<file path="src/rtl/sprite_pkg.sv">
// Shared sprite/frame-memory types: palette-index pixel and packed row word.
package sprite_pkg;

  localparam int PIX_W = 3;
  localparam int NPIX  = 16;
  localparam int ROW_W = PIX_W * NPIX;

  typedef logic [PIX_W-1:0] pixel_t;
  typedef logic [ROW_W-1:0] row_t;

  // Palette index 0 is transparent; used to pad the tail of a flushed row.
  localparam pixel_t PIX_TRANSPARENT = 3'b000;

endpackage

</file>
<file path="src/rtl/pixel_pack.sv">
// Serial-to-parallel packer: gathers NPIX palette-index pixels into one row
// word. The first pixel lands in the lowest slot so the word replays in
// arrival order through the sprite-row shift unloader. A flush closes a
// partial row with transparent padding. The output is a single-entry
// register that can be refilled in the same cycle it drains.
module pixel_pack
  import sprite_pkg::*;
#(
  parameter int PIX_W = sprite_pkg::PIX_W,
  parameter int NPIX  = sprite_pkg::NPIX
) (
  input  logic                  clk,
  input  logic                  reset,
  input  logic                  in_valid,
  input  logic [PIX_W-1:0]      in_pixel,
  output logic                  in_ready,
  input  logic                  flush,
  output logic                  out_valid,
  output logic [PIX_W*NPIX-1:0] out_data,
  input  logic                  out_ready,
  output logic [4:0]            fill_count
);

  localparam int             W     = PIX_W * NPIX;
  localparam logic [4:0]     LAST  = 5'(NPIX - 1);
  localparam logic [PIX_W-1:0] PAD = PIX_W'(PIX_TRANSPARENT);
  localparam logic [W-1:0]   BLANK = {NPIX{PAD}};

  logic [W-1:0] asm_q;
  logic [W-1:0] merged;
  logic         flush_pend;
  logic         slot_free;
  logic         is_last;
  logic         accept;
  logic         flush_req;
  logic         complete;

  // Handshake decode and the assembly word with this cycle's pixel merged in.
  // The last slot and a waiting flush are only blocked while the output
  // register is occupied and not draining this cycle.
  always_comb begin
    slot_free = !out_valid || out_ready;
    is_last   = (fill_count == LAST);
    in_ready  = !(is_last && out_valid && !out_ready) &&
                !(flush_pend && out_valid && !out_ready);
    accept    = in_valid && in_ready;
    flush_req = flush || flush_pend;
    merged    = asm_q;
    if (accept) begin
      merged = asm_q | (W'(in_pixel) << (PIX_W * fill_count));
    end
    // An empty assembly register never closes, so a bare flush is ignored.
    complete  = (accept && is_last) ||
                (flush_req && (accept || fill_count != 5'd0));
  end

  // Assembly register, fill counter, pending flush and the output register.
  always_ff @(posedge clk or posedge reset) begin
    if (reset) begin
      asm_q      <= BLANK;
      fill_count <= 5'd0;
      flush_pend <= 1'b0;
      out_valid  <= 1'b0;
      out_data   <= '0;
    end else if (complete && slot_free) begin
      // Unfilled slots are already the pad value since asm is cleared on close.
      out_data   <= merged;
      out_valid  <= 1'b1;
      asm_q      <= BLANK;
      fill_count <= 5'd0;
      flush_pend <= 1'b0;
    end else begin
      if (accept) begin
        asm_q      <= merged;
        fill_count <= fill_count + 5'd1;
      end
      // Only a flush can complete into a full slot; a 16th pixel is held off.
      if (complete) begin
        flush_pend <= 1'b1;
      end
      if (out_valid && out_ready) begin
        out_valid <= 1'b0;
      end
    end
  end

endmodule

</file>
<file path="config.mk">
export PLATFORM = sky130hd
export DESIGN_NAME = pixel_pack
export DESIGN_NICKNAME = d
export VERILOG_FILES = /design/src/rtl/sprite_pkg.sv /design/src/rtl/pixel_pack.sv
export SDC_FILE = /design/constraint.sdc
export NUM_CORES = 1
export LEC_CHECK = 0
export ABC_CLOCK_PERIOD_IN_PS = 5100
export CORE_MARGIN = 3
export CORE_UTILIZATION = 45
export CTS_BUF_LIST = sky130_fd_sc_hd__clkbuf_16
export DETAILED_ROUTE_END_ITERATION = 10
export PLACE_DENSITY_LB_ADDON = 0.1
export SLEW_MARGIN = 30
export SYNTH_ARGS = -nofsm -noshare
export SYNTH_HDL_FRONTEND = slang
export SYNTH_SLANG_ARGS = --single-unit
</file>
<file path="constraint.sdc">
create_clock -name clk -period 5.1 [get_ports clk]
set_input_delay 1.02 -clock clk [delete_from_list [all_inputs] [get_ports clk]]
set_output_delay 1.02 -clock clk [all_outputs]
set_load 0.02 [all_outputs]
</file>
# Word-level counts from Yosys, hierarchy flattened
# Index checks and enable logic that the tools add are counted.
# W data, S select, Z words.
dict set report op_classes {
  addsub 1
  n_mul 1
  div 0
  order_cmp 0
  eq_ne 1
  shift 1
  muxes 9
  n_bitwise 1
  reduce_logical 22
}
# operator count
set ops {}
lappend ops {{$mux W48} 3}
lappend ops {{$or A48 B48 Y48} 1}
lappend ops {{$shl A3 B7 Y48} 1}
lappend ops {{$logic_and A1 B1 Y1} 10}
lappend ops {{$mux W5} 2}
lappend ops {{$mul A2 B5 Y7 const A} 1}
lappend ops {{$reduce_bool A2 Y1} 3}
lappend ops {{$add A5 B1 Y5 const B} 1}
lappend ops {{$eq A5 B4 Y1 const B} 1}
lappend ops {{$reduce_bool A5 Y1} 1}
lappend ops {{$logic_not A1 Y1} 4}
lappend ops {{$logic_or A1 B1 Y1} 4}
lappend ops {{$mux W1} 4}
dict set report word_totals {
  ff_bits 103
  latch_bits 0
  ramBits 0
  rom_bits 0
  in_bits 8
  output_inout_bits 55
  mem_count 0
}

# Longest topological paths before layout
dict set report depth {
  ltp_word 11
  ltp_mapped 9
  depth_no_buf 7
}

# Worst setup path before layout
# No wires, ideal clock.
dict set report synth_path {
  path_kind {reg2out}
  start {register fill_count[1]}
  end {output in_ready}
  arrival_time_ns 1.659
  required_time_ns 4.080
  setup_slack_ns 2.421
  stages_incl_launch_ff 7
  path_cell_list {dfrtp_1 -> ha_1 -> and3_1 -> ha_1 -> or2_1 -> buf_6 -> nand2_1}
}
dict set report synth_via {
  elab_chain_len 5
}
# item line_no
set synth_rtl {}
lappend synth_rtl {{start, declared} pixel_pack.sv:21} ;# output logic [4:0] fill_count
lappend synth_rtl {{start signal, assigned} pixel_pack.sv:75} ;# fill_count <= fill_count + 5'd1;
lappend synth_rtl {{$eq A5 B4 Y1} pixel_pack.sv:43} ;# is_last = (fill_count == LAST);
lappend synth_rtl {{$logic_and A1 B1 Y1 (2 in a row)} pixel_pack.sv:44} ;# in_ready = !(is_last && out_valid && !out_ready) &&
lappend synth_rtl {{$logic_not A1 Y1} pixel_pack.sv:44}
lappend synth_rtl {{$logic_and A1 B1 Y1} pixel_pack.sv:44}
lappend synth_rtl {{end, declared} pixel_pack.sv:16} ;# output logic in_ready,
# No other way between the ends.

# Worst setup path in the final report
dict set report layout_path {
  start {register fill_count[0]}
  end {output in_ready}
}
# Same word-level chain as after synthesis.

==> impl_metrics.prom <==
# TYPE chip_impl_metric gauge
chip_impl_info{name="outcome",value="complete, no violations"} 1
chip_impl_metric{name="fp.coreArea",unit="um^2"} 8850
chip_impl_metric{name="tritoncts.num_buffers",unit=""} 9
chip_impl_info{name="mostFrequentLayoutCell",value="sky130_fd_sc_hd__dfrtp_1"} 1
chip_impl_metric{name="vias",unit=""} 2825
chip_impl_metric{name="initial_drt_markers",unit=""} 125
chip_impl_metric{name="final_cell_area",unit="um^2"} 5070
chip_impl_metric{name="netlist.area_leader.share",unit="%"} 62.2
chip_impl_info{name="cts_tree",value="yes"} 1
chip_impl_metric{name="postLayoutSetupSlackWorst",unit="ns"} 1.42
chip_impl_metric{name="max_slew.worst_pin.slew",unit="ns"} 0.884
chip_impl_metric{name="floorplan.die.height",unit="um"} 102
chip_impl_metric{name="max_cap_violations",unit=""} 0
chip_impl_info{name="synth.largest_area_cell",value="sky130_fd_sc_hd__dfrtp_1"} 1
chip_impl_metric{name="clockBufferDepth",unit=""} 2
chip_impl_metric{name="cts_repair_resize_count",unit=""} 0
chip_impl_info{name="most-common-layout-cells",value="sky130_fd_sc_hd__dfrtp_1, sky130_fd_sc_hd__clkdlybuf4s50_1, sky130_fd_sc_hd__nor2_1"} 1
chip_impl_metric{name="maximum_number_of_pins_on_one_net_before_global_route_repair",unit=""} 76
chip_impl_metric{name="postSynthNetCount",unit=""} 391
chip_impl_metric{name="post_synth_edffs",unit=""} 0
chip_impl_metric{name="internal-power",unit="uW"} 1600
chip_impl_metric{name="yosysSeqAreaShare",unit="%"} 62.2
chip_impl_metric{name="setup_violations",unit=""} 0
chip_impl_metric{name="yosys_warnings",unit=""} 0
chip_impl_metric{name="sequential_power_share",unit="%"} 40.4
chip_impl_metric{name="postCtsHoldBufs",unit=""} 0
chip_impl_metric{name="drt_pre_antenna_iters",unit=""} 4
chip_impl_metric{name="post_dp_cell_area",unit="um^2"} 4730
chip_impl_info{name="synth_ff_type",value="sky130_fd_sc_hd__dfrtp_1"} 1
chip_impl_info{name="worstSetupEndpointType",value="primary output"} 1
chip_impl_metric{name="h-tree-depth",unit=""} 3
chip_impl_metric{name="clkTransAtPathRegs",unit="ns"} 0.07
chip_impl_metric{name="cp_data_required_time",unit="ns"} 4.08
chip_impl_metric{name="pwr_density_cell",unit="nW/um^2"} 474
chip_impl_metric{name="routabilityCongestion",unit=""} 0.761
chip_impl_metric{name="setup_tns",unit="ns"} 0
chip_impl_metric{name="worst_skew_pair.late_latency",unit="ns"} 0.34
chip_impl_metric{name="final_min_period_over_clock_period",unit="%"} 72.1
chip_impl_metric{name="period_minus_slack",unit="ns"} 3.68
chip_impl_metric{name="route.detailed.vias_per_inst",unit=""} 5.16
chip_impl_metric{name="peak_supply_drop",unit="V"} 0.000275
chip_impl_metric{name="grtUsageTotal",unit="%"} 18.7
chip_impl_metric{name="clock_network_fraction_of_design_power",unit="%"} 31.9
chip_impl_metric{name="synthCells",unit=""} 380
chip_impl_info{name="crit_path_kind",value="reg2out"} 1
chip_impl_metric{name="post_synth.cell_area_avg",unit="um^2"} 10.9
chip_impl_metric{name="crit_path_arrival_time",unit="ns"} 2.66
chip_impl_metric{name="dp_slack",unit="ns"} 1.45
chip_impl_info{name="clk_root_buffer_cell",value="sky130_fd_sc_hd__clkbuf_16"} 1
chip_impl_metric{name="worst_slew_margin_rel",unit="%"} 41.1
chip_impl_metric{name="peak_clock_frequency_supported_by_timing",unit="GHz"} 0.272
chip_impl_metric{name="vias_in_the_first_global_route",unit=""} 2878
chip_impl_info{name="post_synth_main_area_contributors",value="sky130_fd_sc_hd__dfrtp_1, sky130_fd_sc_hd__a21oi_1, sky130_fd_sc_hd__nor2_1, sky130_fd_sc_hd__o21ai_1, sky130_fd_sc_hd__nand2_1"} 1
chip_impl_metric{name="power.share.switching",unit="%"} 33.4
chip_impl_metric{name="share_of_async_settable_or_async_resettable_flops_after_synthesis",unit="%"} 100
chip_impl_metric{name="io_buffers",unit=""} 62
chip_impl_metric{name="drc_errors",unit=""} 0
chip_impl_metric{name="rows",unit=""} 34
chip_impl_metric{name="finalNetCount",unit=""} 445
chip_impl_metric{name="drt-total-wl",unit="mm"} 8.87
chip_impl_metric{name="post-cts-setup-buffer-count",unit=""} 0
chip_impl_info{name="grt_setup_unrepaired",value="false"} 1
chip_impl_metric{name="dpl.hpwl",unit="mm"} 5.92
chip_impl_metric{name="area_delta_synth_final",unit="%"} 22.3
chip_impl_metric{name="combinationalPowerShare",unit="%"} 27.7
chip_impl_metric{name="clock_sink_count",unit=""} 103
chip_impl_metric{name="avgRoutedWirePerCell",unit="um"} 16.2
chip_impl_metric{name="antenna_violating_nets_post_route",unit=""} 0
chip_impl_metric{name="skew",unit="ns"} 0.00558
chip_impl_metric{name="initial_core_util",unit="%"} 46.8
chip_impl_metric{name="grt-ovfl-total",unit=""} 0
chip_impl_metric{name="net-switching-power",unit="uW"} 801
chip_impl_metric{name="ys_seq_elements",unit=""} 103
chip_impl_metric{name="synth.lib_cells_used.distinct",unit=""} 31
chip_impl_info{name="critPathLaunchType",value="flop"} 1
chip_impl_metric{name="design.portCount",unit=""} 63
chip_impl_metric{name="timing.final.hold_violations",unit=""} 0
chip_impl_metric{name="wire_length_of_the_first_global_routing_pass",unit="mm"} 14.7
chip_impl_metric{name="power.leakage",unit="uW"} 0.00229
chip_impl_info{name="path_category_of_the_worst_min_delay_check",value="reg2reg"} 1
chip_impl_metric{name="netlist_area",unit="um^2"} 4140
chip_impl_metric{name="maxSlewViolCount",unit=""} 0
chip_impl_metric{name="die_x",unit="um"} 102
chip_impl_metric{name="timing.critical_path.fanout_max",unit=""} 11
chip_impl_metric{name="post_route_cells_drive_above_1_share",unit="%"} 10.3
chip_impl_metric{name="die_area",unit="um^2"} 10400
chip_impl_metric{name="antenna_found_initial",unit=""} 0
chip_impl_metric{name="antennaDiodeCount",unit=""} 0
==> final cells by class <==
cell class / count / area (um^2)
inverters: 7 / 31.3
multi-input cells: 247 / 1330
flip-flops and latches: 103 / 2580
clock inverters: 7 / 113
clock buffers: 9 / 225
fillers: 794 / 3780
repair buffers: 66 / 651
well taps: 108 / 135
==> per-stage QoR <==
stage / power (uW) / hold WS [ns] / cells / util (%)
3_3_place_gp: 1650 / 0.460 / 531 / 53.4
2_1_floorplan: 1490 / 0.446 / 380 / -
6_report: 2400 / 0.481 / 547 / 57.3
5_1_grt: 2540 / 0.503 / 547 / 57.3
3_5_place_dp: 1660 / 0.467 / 531 / 53.4
4_1_cts: 2430 / 0.484 / 547 / 57.2
==> metal layers <==
metal  up-vias  wire length (um)  part of all wire (%)  global-route usage (%)
met5         -                 0                     0                       0
met4         0               107                   1.2                    4.84
met3        13               401                   4.5                    4.44
li1       1369                 -                     -                       -
met2        69              4310                    49                    30.2
met1      1374              4060                    46                    25.8
==> cells by family (layout without fill, tap and decap cells) <==
logic type	count (synthesis)	after routing	synth area share, %
simple gates	129	129	13.6
fa+ha+maj	3	3	0.906
compound gates	112	112	17.1
flops	103	103	62.2
buf+inv	30	89	5.56
xor+xnor	3	3	0.635
==> sequential cells by signal, indices dropped and copies added (netlist names) <==
signal and cells:
out_data 48, flush_pend 1, out_valid 1, fill_count 5, asm_q 48
==> final timing paths <==
kind,slack (ns),from,end,depth (start not counted)
max,1.42,fill_count[0],in_ready,6
min,0.48,asm_q[46],asm_q[46],2
max reg2reg,2.18,fill_count[0],out_data[30],7
min reg2reg,0.48,asm_q[46],asm_q[46],2
max in group asynchronous,3.08,reset,asm_q[44],3
min in group asynchronous,1.14,reset,asm_q[7],2
==> power groups by stage <==
stage               clock network, uW  logic, uW  registers [uW]
CTS                               778        676             971
global placement                    0        662             986
finish                            766        666             971
floorplan                           0        454            1040
global route                      815        741             984
detailed placement                  0        674             985
==> critical path, cell delays in order, from the launching register on <==
cell	delay [ns]
sky130_fd_sc_hd__dfrtp_1	0.50
sky130_fd_sc_hd__ha_1	0.27
sky130_fd_sc_hd__and3_1	0.18
sky130_fd_sc_hd__ha_1	0.23
sky130_fd_sc_hd__or2_1	0.40
sky130_fd_sc_hd__nand2_1	0.13
sky130_fd_sc_hd__clkdlybuf4s50_1	0.61
==> cells in the mapped netlist, types with 2 or more instances <==
master and instances:
sky130_fd_sc_hd__nor2b_1 2, sky130_fd_sc_hd__a211oi_1 3, sky130_fd_sc_hd__a211o_2 2, sky130_fd_sc_hd__inv_1 7, sky130_fd_sc_hd__buf_2 4, sky130_fd_sc_hd__ha_1 3
sky130_fd_sc_hd__clkbuf_2 2, sky130_fd_sc_hd__o21ai_0 3, sky130_fd_sc_hd__clkbuf_1 3, sky130_fd_sc_hd__buf_6 12, sky130_fd_sc_hd__nand2_1 53, sky130_fd_sc_hd__and3_1 5
sky130_fd_sc_hd__o21ai_1 40, sky130_fd_sc_hd__and2_2 9, sky130_fd_sc_hd__o21ai_2 7, sky130_fd_sc_hd__clkbuf_8 2, sky130_fd_sc_hd__a21oi_1 49, sky130_fd_sc_hd__nor2_1 54
sky130_fd_sc_hd__xnor2_1 3, sky130_fd_sc_hd__dfrtp_1 103, sky130_fd_sc_hd__a2111oi_4 4
Note: power is estimated with default switching activity, not from simulation.
